**config.mk**
```make
export PLATFORM = sky130hd
export DESIGN_NAME = sine_term
export DESIGN_NICKNAME = d
export VERILOG_FILES = /design/src/rtl/sine_term.sv
export SDC_FILE = /design/constraint.sdc
export NUM_CORES = 1
export LEC_CHECK = 0
export CORE_MARGIN = 2
export CORE_UTILIZATION = 40
export CTS_CLUSTER_SIZE = 20
export DETAILED_ROUTE_END_ITERATION = 6
export PLACE_DENSITY = 0.65
export RECOVER_POWER = 100
export SLEW_MARGIN = 20
export SYNTH_ARGS = -nofsm -noshare
export SYNTH_HDL_FRONTEND = slang
export SYNTH_SLANG_ARGS = --single-unit
```
**constraint.sdc**
```tcl
create_clock -name clk -period 4.6 [get_ports clk]
set_clock_uncertainty 0.05 [all_clocks]
set_input_delay 0.92 -clock clk [delete_from_list [all_inputs] [get_ports clk]]
set_output_delay 0.92 -clock clk [all_outputs]
set_load 0.02 [all_outputs]
```
**src/rtl/sine_term.sv**
```systemverilog
// sin(x) ~= x - x^3/6 using a bit-serial restoring divide-by-6 on the supplied cube.
// Optional round-to-nearest of the quotient when SINE_ROUND_EN is defined.
module sine_term (
  input  logic        clk,
  input  logic        rst,
  input  logic        start,
  input  logic [6:0]  x,
  input  logic [20:0] x_cube,
  output logic [18:0] y,
  output logic        valid,
  output logic        busy
);

  typedef enum logic [1:0] {IDLE, DIV, SUB, DONE} state_t;

  state_t      r_state;
  state_t      w_next;

  logic [6:0]  r_x;
  logic [20:0] r_dvd;
  logic [20:0] r_quot;
  logic [2:0]  r_rem;
  logic [4:0]  r_cnt;
  logic [18:0] r_y;
  logic        r_valid;

  logic [3:0]  w_rem_sh;
  logic        w_ge6;
  logic [2:0]  w_rem_nxt;
  logic [20:0] w_q_final;
  logic [18:0] w_diff;

  // Remainder is always < 6, so three bits plus the incoming dividend bit suffice.
  assign w_rem_sh  = {r_rem, r_dvd[20]};
  assign w_ge6     = (w_rem_sh >= 4'd6);
  assign w_rem_nxt = w_ge6 ? 3'(w_rem_sh - 4'd6) : w_rem_sh[2:0];

`ifdef SINE_ROUND_EN
  // 2*rem >= 6 is the same as rem >= 3
  assign w_q_final = r_quot + {20'd0, (r_rem >= 3'd3)};
`else
  assign w_q_final = r_quot;
`endif

  assign w_diff = {r_x, 12'd0} - 19'(w_q_final);

  always_ff @(posedge clk or posedge rst) begin
    if (rst) begin
      r_state <= IDLE;
    end else begin
      r_state <= w_next;
    end
  end

  always_comb begin
    w_next = r_state;
    unique case (r_state)
      IDLE:    if (start) w_next = DIV;
      DIV:     if (r_cnt == 5'd0) w_next = SUB;
      SUB:     w_next = DONE;
      DONE:    w_next = IDLE;
      default: w_next = IDLE;
    endcase
  end

  always_comb begin
    busy = (r_state != IDLE);
  end

  // Dividend shifts out MSB-first while quotient bits shift in at the LSB.
  always_ff @(posedge clk or posedge rst) begin
    if (rst) begin
      r_x     <= '0;
      r_dvd   <= '0;
      r_quot  <= '0;
      r_rem   <= '0;
      r_cnt   <= '0;
      r_y     <= '0;
      r_valid <= 1'b0;
    end else begin
      r_valid <= (r_state == DONE);
      unique case (r_state)
        IDLE: begin
          if (start) begin
            r_x    <= x;
            r_dvd  <= x_cube;
            r_quot <= '0;
            r_rem  <= '0;
            r_cnt  <= 5'd20;
          end
        end
        DIV: begin
          r_rem  <= w_rem_nxt;
          r_quot <= {r_quot[19:0], w_ge6};
          r_dvd  <= {r_dvd[19:0], 1'b0};
          if (r_cnt != 5'd0) r_cnt <= r_cnt - 5'd1;
        end
        SUB: begin
          r_y <= w_diff;
        end
        default: begin
        end
      endcase
    end
  end

  assign y     = r_y;
  assign valid = r_valid;

endmodule

```
# ---- Word level (Yosys, flattened, before mapping)
# Index checks and enable logic that the tools add are counted.
dict set report totals {
  reg_bits 77
  out_inout_bits 21
}
dict set report op_classes {
  add_sub_neg 3
  n_lt_le_gt_ge 1
  n_eq_ne 6
  mux 13
  reduce_logical 9
}
# cell n
set ops {}
lappend ops {{$pmux W21 S2} 1}
lappend ops {{$pmux W19 S2} 1}
lappend ops {{$mux W21} 1}
lappend ops {{$mux W19} 1}
lappend ops {{$sub A19 B19 Y19} 1}
lappend ops {{$mux W5} 2}
lappend ops {{$pmux W5 S2} 1}
lappend ops {{$pmux W2 S4} 1}
lappend ops {{$mux W3} 2}
lappend ops {{$ne A2 B2 Y1 const B} 3}
lappend ops {{$pmux W3 S2} 1}
lappend ops {{$reduce_and A2 Y1} 3}
lappend ops {{$logic_not A5 Y1} 1}
lappend ops {{$reduce_bool A5 Y1} 1}
lappend ops {{$sub A5 B1 Y5 const B} 1}
lappend ops {{$eq A2 B2 Y1 const B} 2}
lappend ops {{$ge A4 B3 Y1 const B} 1}
lappend ops {{$mux W2} 2}
lappend ops {{$reduce_bool A2 Y1} 2}
lappend ops {{$reduce_and A3 Y1} 1}
lappend ops {{$sub A3 B3 Y3 const B} 1}
lappend ops {{$eq A2 B1 Y1 const B} 1}
lappend ops {{$logic_not A2 Y1} 1}

# ---- Longest topological paths before layout
dict set report logic_depth {
  ltp_word 3
  mapped_depth 7
}

# ---- Least setup slack after synthesis
# Ideal clock, no wire load.
dict set report synth_path {
  kind {flip-flop to output port}
  from {reg r_state[0]}
  to {out busy}
  t_arrival_ns 1.068
  path_slack_ns 2.562
  stages_incl_launch_ff 5
  path_cell_list {dfrtp_1 -> inv_1 -> ha_1 -> clkbuf_1 -> inv_1}
}
dict set report synth_between {
  elab_chain_len 1
}
# item line
set synth_lines {}
lappend synth_lines {{start, declared} 16} ;# state_t r_state;
lappend synth_lines {{start signal, assigned} 51} ;# r_state <= w_next;
lappend synth_lines {{$reduce_bool A2 Y1} 67} ;# busy = (r_state != IDLE);
lappend synth_lines {{end, declared} 11} ;# output logic busy
# No other way between the ends.

# ---- Worst setup path in the final report
dict set report layout_path {
  from {in start}
  to {reg r_cnt[2]}
}
dict set report layout_between {
  elab_chain_len 2
}
# item line
set layout_lines {}
lappend layout_lines {{start, declared} 6} ;# input logic start,
lappend layout_lines {{$ne A2 B2 Y1 (no source line)} --}
lappend layout_lines {{$reduce_and A3 Y1 (no source line)} --}
lappend layout_lines {{end signal, assigned} 96} ;# if (r_cnt != 5'd0) r_cnt <= r_cnt - 5'd1;
lappend layout_lines {{end, declared} 23} ;# logic [4:0] r_cnt;
# No other way between the ends.
# A chain may end at the register's enable or synchronous reset.

==> impl_metrics.xml <==
<?xml version="1.0" encoding="UTF-8"?>
<metrics>
  <group name="critical_path">
    <metric name="critical-path-max-stage-delay" unit="ns">1.21</metric>
    <metric name="timing.critical_path.cells" unit="">dlygate4sd3_1 &gt; nand2b_1 &gt; o21ai_4 &gt; clkbuf_1 &gt; nor4b_1 &gt; a221o_1</metric>
    <metric name="worst_endpoint_data_arrival_time" unit="ns">3.69</metric>
    <metric name="critPathCaptureType" unit="">flip-flop</metric>
    <metric name="cp.required" unit="ns">4.77</metric>
    <metric name="startpoint" unit="">start</metric>
    <metric name="regToRegStartpoint" unit="">r_state[0]$_DFFE_PP0P_</metric>
    <metric name="crit_path_start_kind" unit="">input pin</metric>
    <metric name="worst-r2r-cell-count" unit="">7</metric>
    <metric name="reg2reg_setup_slack" unit="ns">1.31</metric>
    <metric name="crit_path_max_fanout" unit="">46</metric>
    <metric name="critical_path.slowest_cell" unit="">sky130_fd_sc_hd__clkbuf_1</metric>
    <metric name="r2r-end" unit="">r_cnt[2]$_DFFE_PP0P_</metric>
    <metric name="worstSetupPathType" unit="">in2reg</metric>
  </group>
  <group name="finish">
    <metric name="finalNetCount" unit="">449</metric>
    <metric name="utilization" unit="%">50.4</metric>
    <metric name="layout-drive-gt1-share" unit="%">10.7</metric>
    <metric name="layout.cells.most_common" unit="">sky130_fd_sc_hd__dfrtp_1</metric>
    <metric name="num_antenna_cells" unit="">0</metric>
    <metric name="flow.area_growth_from_synthesis" unit="%">21.5</metric>
    <metric name="final_area" unit="um2">4670</metric>
    <metric name="layout_common_cells" unit="">sky130_fd_sc_hd__dfrtp_1 (77), sky130_fd_sc_hd__nand2_1 (41), sky130_fd_sc_hd__o21ai_0 (39)</metric>
  </group>
  <group name="timing">
    <metric name="max-slew-margin-rel" unit="%">-23.2</metric>
    <metric name="totalNegativeSetupSlack" unit="ns">0</metric>
    <metric name="final_count_of_negative_setup_slack_endpoints" unit="">0</metric>
    <metric name="grt_setup_unrepaired" unit="">no</metric>
    <metric name="timing.final.max_slew_violations" unit="">125</metric>
    <metric name="finalHoldWorstSlack" unit="ns">0.432</metric>
    <metric name="finalHoldViolCount" unit="">0</metric>
    <metric name="worst-slew-pin-transition" unit="ns">1.85</metric>
    <metric name="timing.fmax" unit="GHz">0.284</metric>
    <metric name="final_worst_path_period_need" unit="ns">3.52</metric>
    <metric name="timing.final.crit_share" unit="%">76.5</metric>
    <metric name="layout_setup_ws" unit="ns">1.08</metric>
  </group>
  <group name="placement">
    <metric name="dpl-instance-area" unit="um2">4490</metric>
    <metric name="numPortBuffers" unit="">51</metric>
    <metric name="place.detailed.hpwl" unit="mm">5.12</metric>
    <metric name="placer_congestion_estimate" unit="">0.814</metric>
    <metric name="detailedPlace.worstSlack" unit="ns">1.64</metric>
  </group>
  <group name="floorplan">
    <metric name="die-area" unit="um2">10400</metric>
    <metric name="core.rowCount" unit="">35</metric>
    <metric name="core-area" unit="um2">9280</metric>
    <metric name="floorplan.die.height" unit="um">102</metric>
    <metric name="die_width" unit="um">102</metric>
    <metric name="io_pins" unit="">52</metric>
    <metric name="start_util" unit="%">41.4</metric>
  </group>
  <group name="clock_tree">
    <metric name="cts_setup_buffers" unit="">0</metric>
    <metric name="clkTransAtPathRegs" unit="ns">0.08</metric>
    <metric name="clock_tree_buf_depth" unit="">2</metric>
    <metric name="insertion_delay" unit="ns">0.34</metric>
    <metric name="numClockSinks" unit="">77</metric>
    <metric name="post_cts_hold_buffer_count" unit="">0</metric>
    <metric name="cts_made_buffers" unit="">9</metric>
    <metric name="clock_root_buffer" unit="">sky130_fd_sc_hd__clkbuf_8</metric>
    <metric name="clock_tree_from_tritoncts" unit="">done</metric>
    <metric name="cts-resized-gates" unit="">0</metric>
    <metric name="maximum_level_of_the_cts_h_tree" unit="">3</metric>
  </group>
  <group name="hold_path">
    <metric name="worstHoldPathType" unit="">reg2reg</metric>
    <metric name="min_delay_worst_endpoint" unit="">r_dvd[4]$_DFFE_PP0P_</metric>
    <metric name="worstHoldPathCells" unit="">2</metric>
    <metric name="hold_path_startpoint" unit="">r_dvd[4]$_DFFE_PP0P_</metric>
  </group>
  <group name="grt">
    <metric name="overflow" unit="">0</metric>
    <metric name="grt_pass1_wl" unit="mm">12.7</metric>
    <metric name="grt_pass1_vias" unit="">2677</metric>
    <metric name="grt_util_all_layers" unit="%">15.5</metric>
    <metric name="grt_start_max_net_pins" unit="">78</metric>
    <metric name="antenna_found_initial" unit="">0</metric>
  </group>
  <group name="synth">
    <metric name="synthCells" unit="">355</metric>
    <metric name="postSynthAreaPerCell" unit="um2">10.8</metric>
    <metric name="synth-edff-count" unit="">0</metric>
    <metric name="yosys_warnings" unit="">0</metric>
    <metric name="asyncSetResetFlopFracSynth" unit="%">100</metric>
    <metric name="synth_sequential_area_ratio" unit="%">50.1</metric>
    <metric name="synth.cell_area" unit="um2">3850</metric>
    <metric name="mappedNetlistNets" unit="">399</metric>
    <metric name="synth-seq-cells" unit="">77</metric>
    <metric name="dominantRegCellSynth" unit="">sky130_fd_sc_hd__dfrtp_1</metric>
    <metric name="synth_cell_type_count" unit="">51</metric>
  </group>
  <group name="detailed_routing">
    <metric name="drc" unit="">0</metric>
    <metric name="routed_wirelength" unit="mm">7.55</metric>
    <metric name="detailroute.via_count" unit="">2797</metric>
    <metric name="avgViaCountPerCell" unit="">5.19</metric>
    <metric name="drt_iter0_drc" unit="">93</metric>
    <metric name="antenna_left" unit="">0</metric>
    <metric name="wl_per_cell" unit="um">14.0</metric>
    <metric name="drt_first_pass_iters" unit="">4</metric>
  </group>
  <group name="outcome">
    <metric name="failed_checks" unit="">capacitance limit, slew limit</metric>
    <metric name="result_of_the_run" unit="">finished, violations left</metric>
  </group>
  <group name="job">
    <metric name="timing.max_cap.violations" unit="">2</metric>
  </group>
  <group name="power">
    <metric name="vdd_drop_max" unit="V">0.000258</metric>
    <metric name="power.density_cell_area" unit="nW/um2">657</metric>
    <metric name="leakagePower" unit="nW">2.08</metric>
  </group>
</metrics>
## cell type report
type	count	area [um2]
multi-input cells	243	1790
clock buffers	10	128
inverters	19	71.3
flip-flops and latches	77	1930
well taps	129	161
fillers	860	4610
repair buffers	55	531
clock inverters	6	71.3
## stage by stage
step / power (mW) / instances
2_1_floorplan: 2.17 / 355
3_3_place_gp: 2.55 / 523
3_5_place_dp: 2.61 / 523
4_1_cts: 3.14 / 539
5_1_grt: 3.32 / 539
6_report: 3.07 / 539
## worst max-delay path: cells and delay by family
family / cells / cell delay, ns
buffers and inverters: 2 / 1.82
and+or+nand+nor: 2 / 0.38
AOI/OAI and AO/OA: 2 / 0.56
## registers in the layout (all words and copies together) (netlist names)
signal   cells
r_quot      19
r_x          7
valid        1
r_rem        3
r_state      2
r_dvd       21
y           19
r_cnt        5
## routing by layer
layer | wire length [um] | global-route usage, %
met1 | 3750 | 21.2
met2 | 3400 | 24.6
met3 | 316 | 2.46
met4 | 82 | 6.56
met5 | 0 | 0
## cells in the mapped netlist, types with 4 or more instances
cell,count,area share (%)
sky130_fd_sc_hd__nand2_1,41,4.0
sky130_fd_sc_hd__nand3_1,8,1.0
sky130_fd_sc_hd__nor2_1,6,0.59
sky130_fd_sc_hd__xor2_1,6,1.4
sky130_fd_sc_hd__nor2b_1,4,0.65
sky130_fd_sc_hd__and4_1,4,0.91
sky130_fd_sc_hd__dfrtp_1,77,50
sky130_fd_sc_hd__inv_1,19,1.9
sky130_fd_sc_hd__o21ai_0,39,5.1
sky130_fd_sc_hd__mux2_2,19,5.6
sky130_fd_sc_hd__xnor2_1,8,1.8
sky130_fd_sc_hd__mux2i_1,22,5.7
sky130_fd_sc_hd__ha_1,13,4.2
sky130_fd_sc_hd__a22o_1,11,2.5
sky130_fd_sc_hd__clkbuf_1,11,1.1
sky130_fd_sc_hd__a21oi_1,9,1.2
## kinds of logic (layout without fill, tap and decap cells)
family	after synthesis	count (layout)	share of synthesized area, %
simple gates	90	90	13.1
compound gates	84	84	14.0
flops	77	77	50.1
mux	42	42	11.7
buf+inv	35	90	3.71
xor+xnor	14	14	3.19
fa+ha+maj	13	13	4.23
## power breakdown
group	switching (mW)	internal [mW]
combinational	0.826	0.647
clock	0.267	0.256
sequential	0.151	0.923
total	1.24	1.83
## worst max path at each step
stage | end | slack (ns) | cells after the start
5_1_grt | r_cnt[2]$_DFFE_PP0P_ | 0.85 | 6
3_5_place_dp | r_cnt[2]$_DFFE_PP0P_ | 1.64 | 6
3_3_place_gp | r_cnt[2]$_DFFE_PP0P_ | 1.72 | 6
4_1_cts | busy | 1.55 | 4
6_report | r_cnt[2]$_DFFE_PP0P_ | 1.08 | 6
2_1_floorplan | r_cnt[0]$_DFFE_PP0P_ | 1.66 | 1
Note: power is estimated with default switching activity, not from simulation.
